==> src/rtl/acsp_uart_pkg.sv <==
// Shared types and helpers for the ACSP UART receive path.
// Also reused by the planned transmit path.
package acsp_uart_pkg;

    typedef enum logic [1:0] {
        NONE = 2'd0,
        ODD  = 2'd1,
        EVEN = 2'd2
    } parity_e;

    typedef enum logic [2:0] {
        IDLE,
        START,
        DATA,
        PARITY,
        STOP,
        BREAK
    } rx_state_e;

    // Rounded clocks-per-tick. The arithmetic is done in 64 bits so that fast
    // system clocks cannot overflow the intermediate product.
    function automatic int calc_tick_div(input int clk_khz, input int baud, input int os);
        longint num;
        longint den;
        num = longint'(clk_khz) * 64'sd1000;
        den = longint'(baud) * longint'(os);
        return int'((num + den / 2) / den);
    endfunction

endpackage

==> src/rtl/acsp_sync_fifo.sv <==
// First-word-fall-through synchronous FIFO with a registered occupancy count.
// A push into a full FIFO is accepted only if a pop happens in the same cycle.
module acsp_sync_fifo #(
    parameter int WIDTH = 8,
    parameter int DEPTH = 4
) (
    input  logic                     clk,
    input  logic                     rst_n,
    input  logic                     i_push,
    input  logic [WIDTH-1:0]         i_data,
    input  logic                     i_pop,
    output logic [WIDTH-1:0]         o_data,
    output logic                     o_valid,
    output logic                     o_full,
    output logic [$clog2(DEPTH):0]   o_count
);

    localparam int AW = $clog2(DEPTH);

    logic [WIDTH-1:0] r_mem [DEPTH];
    logic [AW-1:0]    r_wrPtr;
    logic [AW-1:0]    r_rdPtr;
    logic [AW:0]      r_count;
    logic             w_pop;
    logic             w_push;
    logic             w_full;

    assign w_full  = (r_count == (AW + 1)'(DEPTH));
    assign w_pop   = i_pop && (r_count != '0);
    assign w_push  = i_push && (!w_full || w_pop);

    assign o_data  = r_mem[r_rdPtr];
    assign o_valid = (r_count != '0);
    assign o_full  = w_full;
    assign o_count = r_count;

    // Storage is cleared on reset so the head word reads as zero while empty.
    always_ff @(posedge clk or negedge rst_n) begin
        if (!rst_n) begin
            for (int i = 0; i < DEPTH; i++) begin
                r_mem[i] <= '0;
            end
            r_wrPtr <= '0;
            r_rdPtr <= '0;
            r_count <= '0;
        end else begin
            if (w_push) begin
                r_mem[r_wrPtr] <= i_data;
                r_wrPtr        <= r_wrPtr + AW'(1);
            end
            if (w_pop) begin
                r_rdPtr <= r_rdPtr + AW'(1);
            end
            case ({w_push, w_pop})
                2'b10:   r_count <= r_count + (AW + 1)'(1);
                2'b01:   r_count <= r_count - (AW + 1)'(1);
                default: r_count <= r_count;
            endcase
        end
    end

endmodule

==> src/rtl/acsp_uart_rx.sv <==
// Parametrised UART receiver: synchroniser, oversampling tick divider,
// majority-vote mid-bit sampling, framing/break detection and a FWFT receive FIFO.
module acsp_uart_rx #(
    parameter int INPUT_CLK_KHZ = 100000,
    parameter int BAUD_RATE     = 115200,
    parameter int OVERSAMPLE    = 16,
    parameter int DATA_BITS     = 8,
    parameter int PARITY        = 0,
    parameter int STOP_BITS     = 1,
    parameter int FIFO_DEPTH    = 4,
    parameter int SYNC_STAGES   = 2
) (
    input  logic                          system_clock,
    input  logic                          ext_reset_n,
    input  logic                          rx,
    output logic [DATA_BITS-1:0]          rx_data,
    output logic                          rx_parity_err,
    output logic                          rx_valid,
    input  logic                          rx_ready,
    output logic [$clog2(FIFO_DEPTH):0]   fifo_count,
    output logic                          frame_err,
    output logic                          overrun_err,
    output logic                          break_det,
    input  logic                          err_clear
);

    import acsp_uart_pkg::*;

    localparam int      TICK_DIV = calc_tick_div(INPUT_CLK_KHZ, BAUD_RATE, OVERSAMPLE);
    localparam int      DIV_W    = (TICK_DIV > 1) ? $clog2(TICK_DIV) : 1;
    localparam int      OS_W     = $clog2(OVERSAMPLE);
    localparam int      BC_W     = 4;
    localparam parity_e PAR_MODE = parity_e'(PARITY);
    localparam logic [OS_W-1:0] SAMP0 = OS_W'(OVERSAMPLE / 2 - 1);
    localparam logic [OS_W-1:0] SAMP1 = OS_W'(OVERSAMPLE / 2);
    localparam logic [OS_W-1:0] SAMP2 = OS_W'(OVERSAMPLE / 2 + 1);

    logic [SYNC_STAGES-1:0] r_sync;
    logic                   r_rxPrev;
    logic [DIV_W-1:0]       r_divCnt;
    logic [OS_W-1:0]        r_tickCnt;
    logic                   r_s0;
    logic                   r_s1;
    logic [BC_W-1:0]        r_bitCnt;
    logic [DATA_BITS-1:0]   r_shift;
    logic                   r_parErr;
    logic                   r_stopLow;
    logic                   r_frameErr;
    logic                   r_overrun;
    logic                   r_breakDet;
    rx_state_e              r_state;
    rx_state_e              w_nextState;

    logic w_rxs;
    logic w_fall;
    logic w_startEdge;
    logic w_tick;
    logic w_sampleEvt;
    logic w_bit;
    logic w_expPar;
    logic w_stopLow;
    logic w_push;
    logic w_setFrame;
    logic w_setBreak;
    logic w_clrBreak;
    logic w_fifoFull;

    assign w_rxs       = r_sync[SYNC_STAGES-1];
    assign w_fall      = r_rxPrev && !w_rxs;
    assign w_startEdge = (r_state == IDLE) && w_fall;
    assign w_tick      = (r_divCnt == DIV_W'(TICK_DIV - 1));
    assign w_sampleEvt = w_tick && (r_tickCnt == SAMP2) && (r_state != IDLE) && (r_state != BREAK);
    assign w_bit       = (r_s0 & r_s1) | (r_s0 & w_rxs) | (r_s1 & w_rxs);
    assign w_expPar    = (PAR_MODE == ODD) ? ~^r_shift : ^r_shift;
    assign w_stopLow   = r_stopLow | ~w_bit;

    // Synchroniser idles high so reset release never looks like a start edge.
    always_ff @(posedge system_clock or negedge ext_reset_n) begin
        if (!ext_reset_n) begin
            r_sync   <= '1;
            r_rxPrev <= 1'b1;
        end else begin
            r_sync   <= {r_sync[SYNC_STAGES-2:0], rx};
            r_rxPrev <= w_rxs;
        end
    end

    always_ff @(posedge system_clock or negedge ext_reset_n) begin
        if (!ext_reset_n) begin
            r_divCnt  <= '0;
            r_tickCnt <= '0;
        end else if (w_startEdge) begin
            r_divCnt  <= '0;
            r_tickCnt <= '0;
        end else begin
            r_divCnt <= w_tick ? '0 : r_divCnt + DIV_W'(1);
            if (w_tick) begin
                r_tickCnt <= (r_tickCnt == OS_W'(OVERSAMPLE - 1)) ? '0 : r_tickCnt + OS_W'(1);
            end
        end
    end

    always_ff @(posedge system_clock or negedge ext_reset_n) begin
        if (!ext_reset_n) begin
            r_state <= IDLE;
        end else begin
            r_state <= w_nextState;
        end
    end

    // Every bit decision is taken at the third vote sample, including the last stop bit.
    always_comb begin
        w_nextState = r_state;
        w_push      = 1'b0;
        w_setFrame  = 1'b0;
        w_setBreak  = 1'b0;
        w_clrBreak  = 1'b0;
        unique case (r_state)
            IDLE: begin
                if (w_fall) w_nextState = START;
            end
            START: begin
                if (w_sampleEvt) w_nextState = w_bit ? IDLE : DATA;
            end
            DATA: begin
                if (w_sampleEvt && (r_bitCnt == BC_W'(DATA_BITS - 1))) begin
                    w_nextState = (PAR_MODE != NONE) ? acsp_uart_pkg::PARITY : STOP;
                end
            end
            acsp_uart_pkg::PARITY: begin
                if (w_sampleEvt) w_nextState = STOP;
            end
            STOP: begin
                if (w_sampleEvt && (r_bitCnt == BC_W'(STOP_BITS - 1))) begin
                    if (!w_stopLow) begin
                        w_push      = 1'b1;
                        w_nextState = IDLE;
                    end else if (r_shift == '0) begin
                        w_setBreak  = 1'b1;
                        w_nextState = BREAK;
                    end else begin
                        w_setFrame  = 1'b1;
                        w_nextState = IDLE;
                    end
                end
            end
            BREAK: begin
                if (w_rxs) begin
                    w_clrBreak  = 1'b1;
                    w_nextState = IDLE;
                end
            end
            default: w_nextState = IDLE;
        endcase
    end

    always_ff @(posedge system_clock or negedge ext_reset_n) begin
        if (!ext_reset_n) begin
            r_s0      <= 1'b1;
            r_s1      <= 1'b1;
            r_bitCnt  <= '0;
            r_shift   <= '0;
            r_parErr  <= 1'b0;
            r_stopLow <= 1'b0;
        end else begin
            if (w_tick && (r_tickCnt == SAMP0)) r_s0 <= w_rxs;
            if (w_tick && (r_tickCnt == SAMP1)) r_s1 <= w_rxs;
            if (r_state != w_nextState) begin
                r_bitCnt <= '0;
            end else if (w_sampleEvt) begin
                r_bitCnt <= r_bitCnt + BC_W'(1);
            end
            if (w_sampleEvt) begin
                if (r_state == START) begin
                    r_parErr  <= 1'b0;
                    r_stopLow <= 1'b0;
                end
                if (r_state == DATA) r_shift <= {w_bit, r_shift[DATA_BITS-1:1]};
                if (r_state == acsp_uart_pkg::PARITY) r_parErr <= (w_bit != w_expPar);
                if (r_state == STOP) r_stopLow <= w_stopLow;
            end
        end
    end

    // A fresh error event outranks a simultaneous clear.
    always_ff @(posedge system_clock or negedge ext_reset_n) begin
        if (!ext_reset_n) begin
            r_frameErr <= 1'b0;
            r_overrun  <= 1'b0;
            r_breakDet <= 1'b0;
        end else begin
            r_frameErr <= w_setFrame | (r_frameErr & ~err_clear);
            r_overrun  <= (w_push && w_fifoFull && !(rx_valid && rx_ready)) | (r_overrun & ~err_clear);
            if (w_setBreak) begin
                r_breakDet <= 1'b1;
            end else if (w_clrBreak) begin
                r_breakDet <= 1'b0;
            end
        end
    end

    acsp_sync_fifo #(
        .WIDTH (DATA_BITS + 1),
        .DEPTH (FIFO_DEPTH)
    ) u_fifo (
        .clk     (system_clock),
        .rst_n   (ext_reset_n),
        .i_push  (w_push),
        .i_data  ({r_parErr, r_shift}),
        .i_pop   (rx_ready),
        .o_data  ({rx_parity_err, rx_data}),
        .o_valid (rx_valid),
        .o_full  (w_fifoFull),
        .o_count (fifo_count)
    );

    assign frame_err   = r_frameErr;
    assign overrun_err = r_overrun;
    assign break_det   = r_breakDet;

endmodule

==> config.mk <==
export PLATFORM = sky130hd
export DESIGN_NAME = acsp_uart_rx
export DESIGN_NICKNAME = d
export VERILOG_FILES = /design/src/rtl/acsp_uart_pkg.sv /design/src/rtl/acsp_sync_fifo.sv /design/src/rtl/acsp_uart_rx.sv
export SDC_FILE = /design/constraint.sdc
export NUM_CORES = 1
export LEC_CHECK = 0
export ABC_AREA = 0
export CAP_MARGIN = 20
export CORE_MARGIN = 2
export CORE_UTILIZATION = 54
export CTS_CLUSTER_SIZE = 10
export DETAILED_ROUTE_END_ITERATION = 6
export PLACE_DENSITY = 0.82
export RECOVER_POWER = 100
export SLEW_MARGIN = 40
export SYNTH_ARGS = -nofsm -noshare
export SYNTH_HDL_FRONTEND = slang
export SYNTH_SLANG_ARGS = --single-unit
==> constraint.sdc <==
create_clock -name system_clock -period 2.55 [get_ports system_clock]
set_input_delay 0.765 -clock system_clock [delete_from_list [all_inputs] [get_ports system_clock]]
set_output_delay 0.765 -clock system_clock [all_outputs]
set_load 0.03 [all_outputs]
==> results of run 1 <==
power groups by stage:
stage	clock, uW	sequential, uW	combinational [uW]
floorplan	0	1380	138
global placement	0	1390	184
detailed placement	0	1390	195
CTS	807	1370	192
global route	854	1380	224
finish	785	1370	188
worst max-delay path, cell delays in order (launching register included):
cell     delay [ns]
dfrtp_1        0.39
inv_2          0.09
ha_4           0.12
or3b_4         0.37
or3_4          0.45
nor2_4         0.10
nand3_2        0.10
ha_4           0.18
inv_2          0.06
fa_2           0.19
xor2_1         0.16
nor2_1         0.08
xor2_1         0.14
cells in the mapped netlist, drive strengths merged, types with 3 or more instances:
master  count
a21oi       8
a31oi       3
clkbuf      6
dfrtp      73
dfstp       5
ha         16
inv        23
mux2       38
mux4        9
nand2      31
nand2b      3
nand3       7
nor2       18
nor4        4
o21ai      18
or3         3
xnor2      11
xor2        8
what timing repair did:
action	CTS	global route
setup buffers	1	1
pin swaps	1	9
cloned	0	0
setup endpoints to repair	47	17
resized for setup	13	31
layer usage:
layer | share of wire [%] | GRT usage, %
met2 | 54 | 35.3
met5 | 0 | 0
met3 | 3.5 | 5.94
met1 | 42 | 26.3
met4 | 1.3 | 4.48
worst max path at each step:
stage | startpoint | end | slack, ns | cells after the start
2_1_floorplan | r_bitCnt[0] | u_fifo.r_mem[17] | 0.03 | 7
3_3_place_gp | rx_ready | u_fifo.o_count[2] | -0.26 | 9
3_5_place_dp | rx_ready | u_fifo.o_count[2] | -0.33 | 9
4_1_cts | u_fifo.r_rdPtr[0] | rx_parity_err | 0.0003 | 3
5_1_grt | r_bitCnt[0] | u_fifo.o_count[2] | -0.06 | 12
6_report | r_bitCnt[0] | u_fifo.o_count[2] | 0.02 | 12
layout by cell type, fill, tap and decap left out, types with 3 or more instances in the layout:
cell type | netlist | routed
clkbuf_2 | 0 | 8
a21oi_1 | 8 | 8
mux2_2 | 36 | 36
clkbuf_1 | 6 | 3
clkbuf_8 | 0 | 9
nand3_1 | 7 | 6
nand2_1 | 27 | 27
ha_1 | 16 | 14
nor4_1 | 4 | 3
xnor2_1 | 11 | 11
dfrtp_1 | 73 | 73
nand2b_1 | 3 | 3
mux4_2 | 9 | 9
clkdlybuf4s50_1 | 0 | 8
a31oi_1 | 3 | 3
clkinv_2 | 0 | 3
inv_2 | 0 | 3
nand2_4 | 4 | 3
buf_4 | 0 | 12
dfstp_2 | 5 | 5
inv_1 | 23 | 20
o21ai_0 | 18 | 17
xor2_1 | 8 | 8
clkbuf_4 | 0 | 3
nor2_1 | 18 | 17
layout make-up:
type                       instances  area [um^2]
clock inverter                     6         38.8
clock buffer                      10          128
multi-input combinational        206         1800
timing repair buffer              38          313
inverter                          23         86.3
sequential                        78         1960
fill                             474         2350
tap                               96          120
sequential cells by signal, summed over array words and instances (netlist names), 3 cells and up:
name / cells
r_divCnt: 6
r_bitCnt: 4
r_state: 3
r_tickCnt: 4
u_fifo.o_count: 3
u_fifo.r_mem: 36
r_shift: 8
through the flow:
stage	utilization, %	hold WS, ns
floorplan	-	0.345
global placement	62.3	0.351
detailed placement	62.3	0.348
CTS	65.0	0.348
global route	65.5	0.365
finish	65.5	0.362
cell families (layout without fill, tap and decap cells):
group                    count (synthesis)  in the layout  share of synthesized area, %
multiplexers                            48             48                          16.9
flip-flops                              78             78                          51.6
buffers and inverters                   31             77                          3.07
XOR/XNOR                                19             19                          4.38
AO/OA/AOI/OAI                           37             37                          5.60
AND/OR/NAND/NOR                         84             84                          12.4
adder cells (fa/ha/maj)                 18             18                          6.06
==> impl_metrics.yaml, run 1 <==
hold_path:
  holdPathStages: 0
  whs_endpoint: "r_sync[1]"
  hp-class: "reg -> reg"
  min_from: "r_sync[0]"
synthesis:
  synthArstFlopShare_pct: 100
  synth.area.top_cells: "dfrtp_1, mux2_2, mux4_2"
  yosys_warnings: 0
  synthesis.nets: 337
  ys_seq_area_share_pct: 51.6
  synth_edf_count: 0
  synth.top_cell.area_share_pct: 48.1
  synth_flop_cell: "dfrtp_1"
  yosysTopAreaCell: "dfrtp_1"
  syn_avg_cell_area_um2: 12.1
  yosys_register_bits: 78
  syn_area_um2: 3800
  syn_inst: 315
  synth_cell_types: 45
outcome:
  status: "complete, but fails checks"
  violations: "capacitance limit, slew limit"
grt:
  antenna_found_initial: 0
  grt_max_degree: 36
  grt_pass1_wl_um: 12200
  grt_overflow_total: 0
  grt_use_total_pct: 20.6
  grt_pass1_vias: 2594
pwr:
  cellPowerDensity_nw_per_um2: 526
  p_switching_uw: 609
  power_uw: 2340
  p_sw_share_pct: 26.0
  intPower_uw: 1730
  pwr-share-clk_pct: 33.5
  p_seq_share_pct: 58.5
  power.leakage_uw: 0.00208
  combPwrFrac_pct: 8.0
  irDropWorstVdd_uv: 391
routing:
  drtIter0Drc: 87
  ant_nets: 0
  vias_per_cell: 5.51
  wirelength_um: 7230
  wl_per_cell_um: 15.8
  drc: 0
  vias: 2518
  dr.pass1.iters: 4
cts:
  htree_levels: 3
  path_clk_slew_ns: 0.08
  holdBufCountCts: 0
  cts_buffer_depth: 2
  ctsRootBufferMaster: "clkbuf_8"
  clock-sinks: 78
  clk-insertion-delay-late_ns: 0.34
  cts_tree: "done"
  cts_buffers: 9
sta:
  layout_setup_ws_ns: 0.0220
  fmax_mhz: 396
  finalSetupViolCount: 0
  grt_setup_unrepaired: "yes"
  slew-limit-headroom_pct: -15.9
  slew_viol_final: 36
  min_period_ns: 2.53
  finalSetupTns_ns: 0
  hold_viol: 0
  period_share_pct: 99.1
  tightest_slew_ns: 1.74
  clock_skew_ns: 0.00788
place:
  place_ws_ns: -0.335
  gp_congestion: 0.791
  port_buffers: 20
  hpwl_um: 5060
  dpl-instance-area_um2: 4230
  dp.cells: 439
layout:
  drive_gt1_share_pct: 31.0
  nNetsFinal: 378
  synthToLayoutAreaGrowth_pct: 17.2
  finalNonFillerCells: 457
  diodes: 0
  finalInstanceArea_um2: 4450
setup_path:
  arrival_ns: 2.76
  r2r-start: "r_bitCnt[0]"
  r2r_end: "u_fifo.o_count[2]"
  worstSetupStartpointType: "flop"
  crit_fanout: 5
  worst_r2r_path_depth: 12
  cp-end-kind: "flop"
  critical_path_class: "reg -> reg"
  rrSetupSlack_ns: 0.02
  worstPathRequired_ns: 2.78
die:
  num_rows: 30
  fp.dieH_um: 87.8
  ioPinCount: 21
  core-area_um2: 6790
  die_w_um: 87.8
  die-area_um2: 7720
  start_util_pct: 55.9
run:
  max_cap_viol_count: 1
Note: power is estimated with default switching activity, not from simulation.
==> inputs of run 2 (changes only) <==
--- a/config.mk
+++ b/config.mk
@@ -6,7 +6,6 @@
 export NUM_CORES = 1
 export LEC_CHECK = 0
 export ABC_AREA = 0
-export CAP_MARGIN = 20
 export CORE_MARGIN = 2
 export CORE_UTILIZATION = 54
 export CTS_CLUSTER_SIZE = 10
==> results of run 2 <==
No change in the layout: final DEF, timing and power equal those of run 1.
==> inputs of run 3 (changes only) <==
--- a/config.mk
+++ b/config.mk
@@ -7,10 +7,11 @@
 export LEC_CHECK = 0
 export ABC_AREA = 0
 export CORE_MARGIN = 2
-export CORE_UTILIZATION = 54
+export CORE_UTILIZATION = 55
 export CTS_CLUSTER_SIZE = 10
 export DETAILED_ROUTE_END_ITERATION = 6
-export PLACE_DENSITY = 0.82
+export HOLD_SLACK_MARGIN = 0.12
+export PLACE_DENSITY = 0.8
 export RECOVER_POWER = 100
 export SLEW_MARGIN = 40
 export SYNTH_ARGS = -nofsm -noshare
==> constraint.sdc (replaced) <==
create_clock -name system_clock -period 2.35 [get_ports system_clock]
set_input_delay 0.705 -clock system_clock [delete_from_list [all_inputs] [get_ports system_clock]]
set_output_delay 0.705 -clock system_clock [all_outputs]
set_load 0.03 [all_outputs]
==> run 3 against run 2 <==
Effect of this change: global-route usage is 1.7 points higher; clock power grew 45%; the flow finishes with violations (setup timing); worst hold slack gained 0.0011 ns.
==> impl_metrics.yaml, run 3 (synthesis gave the netlist of run 1 again) <==
outcome:
  status: "complete, but fails checks"
  violations: "setup timing"
routing:
  drtIter0Drc: 102
  wirelength_um: 8120
  wl_met3_um: 270
  drc: 0
  vias: 2602
  wl_met2_um: 4180
  vias_per_cell: 5.78
  dr.pass1.iters: 4
  wl_met1_um: 3450
  ant_nets: 0
  highest_layer: "met4"
  wl_per_cell_um: 18.1
setup_path:
  crit_family: "simple AND/OR/NAND/NOR gates"
  r2r-start: "r_bitCnt[0]"
  crit_chain: "inv_2 > ha_1 > or3b_4 > or3_4 > nor4b_4 > buf_4 > buf_12 > nand2_8 > mux2_4"
  critical_path_class: "reg -> reg"
  worst-path-buf-inv: 3
  worstPathRequired_ns: 2.59
  rrSetupSlack_ns: -0.09
  cp-end-kind: "flop"
  crit_fanout: 5
  worstSetupStartpointType: "flop"
  arrival_ns: 2.68
  slowest_stage: "dfrtp_1"
  worst_path_largest_cell_delay_ns: 0.39
  r2r_end: "u_fifo.r_mem[6]"
  worst_r2r_path_depth: 9
sta:
  tightest_slew_ns: 1.06
  hold_viol: 0
  layout_setup_ws_ns: -0.0937
  slew_viol_final: 0
  fmax_mhz: 409
  grt_setup_unrepaired: "yes"
  period_share_pct: 104
  finalSetupTns_ns: -2.63
  slew-limit-headroom_pct: 29.1
  min_period_ns: 2.44
  clock_skew_ns: 0.0103
  timing.hold.ws_ns: 0.363
  finalSetupViolCount: 42
pwr:
  power.leakage_uw: 0.00211
  cellPowerDensity_nw_per_um2: 609
  irDropWorstVdd_uv: 534
grt:
  grt_pass1_wl_um: 12700
  grt_overflow_total: 0
  grt_pass1_vias: 2594
  grt_max_degree: 44
  antenna_found_initial: 0
  grt_use_total_pct: 22.4
cts:
  cts_tree: "done"
  clock-sinks: 78
  clk-insertion-delay-late_ns: 0.36
  cts_buffers: 9
  holdBufCountCts: 0
  ctsRootBufferMaster: "clkbuf_8"
  htree_levels: 3
  path_clk_slew_ns: 0.08
  cts_buffer_depth: 2
place:
  gp_congestion: 0.831
  hpwl_um: 4860
  dp.cells: 426
  port_buffers: 20
die:
  fp.dieH_um: 87.1
  ioPinCount: 21
  die_w_um: 87.1
  core-area_um2: 6720
  die-area_um2: 7580
  start_util_pct: 56.5
  num_rows: 30
layout:
  finalNonFillerCells: 450
  final_cell_mix: "dfrtp_1, mux2_2, nand2_1"
  nNetsFinal: 387
  reg_top3: "u_fifo.r_mem (36), r_shift (8), r_divCnt (6)"
  synthToLayoutAreaGrowth_pct: 22.7
  n_fill_cell: 451
  diodes: 0
  largest_reg_flops: 36
  drive_gt1_share_pct: 32.4
  top_register: "u_fifo.r_mem"
  final_common_cell: "dfrtp_1"
hold_path:
  whs_endpoint: "r_sync[1]"
  hp-class: "reg -> reg"
  holdPathStages: 0
  min_from: "r_sync[0]"
run:
  max_cap_viol_count: 0
-- run 3: per-layer routing --
| layer | vias to the layer above | global-route usage, % |
|---|---|---|
| met3 | 18 | 5.59 |
| li1 | 1212 | - |
| met5 | - | 0 |
| met1 | 1314 | 27.3 |
| met2 | 58 | 38.8 |
| met4 | 0 | 7.24 |
-- run 3: per-stage QoR --
stage / total power, uW / util [%] / area [um^2] / setup WS, ns
detailed placement: 1730 / 63.4 / 4260 / -0.470
global placement: 1710 / 63.4 / 4260 / -0.390
floorplan: 1640 / - / 3820 / -0.146
CTS: 2860 / 68.3 / 4590 / -0.114
global route: 2960 / 69.3 / 4660 / -0.172
finish: 2840 / 69.3 / 4660 / -0.0937
-- run 3: how the worst max path moves through the flow --
stage                startpoint                 to  slack [ns]  cells past startpoint
finish              r_bitCnt[0]    u_fifo.r_mem[6]       -0.09                      9
global placement       rx_ready  u_fifo.o_count[2]       -0.39                      9
CTS                 r_bitCnt[0]    u_fifo.r_mem[6]       -0.11                      8
global route        r_bitCnt[0]    u_fifo.r_mem[6]       -0.17                      9
floorplan           r_bitCnt[0]   u_fifo.r_mem[17]       -0.15                      7
detailed placement     rx_ready  u_fifo.o_count[2]       -0.47                      9
-- run 3: area by class of cell --
| class | instances | area [um^2] | share of cell area (%) |
|---|---|---|---|
| flip-flops and latches | 78 | 1960 | 42.1 |
| clock inverters | 6 | 92.6 | 1.99 |
| inverters | 23 | 86.3 | 1.85 |
| clock buffers | 10 | 138 | 2.95 |
| repair buffers | 43 | 393 | 8.43 |
| well taps | 80 | 100 | 2.15 |
| multi-input cells | 210 | 1890 | 40.6 |
-- run 3: worst register-to-register path: cells and delay by family (launching register included) --
family | cells | cell delay, ns
fa+ha+maj | 1 | 0.14
buf+inv | 3 | 0.41
flops | 1 | 0.39
mux | 1 | 0.32
simple gates | 4 | 1.07
-- run 3: power by group --
part           switching, uW  internal, uW
registers               70.8          1410
logic                    120          95.8
clock network            508           634
total                    699          2140
-- run 3: what timing repair did --
action / CTS / global route
gates cloned: 4 / 2
pin swaps: 13 / 2
buffers inserted: 1 / 1
resized for setup: 60 / 18
endpoints found under the setup margin: 53 / 48
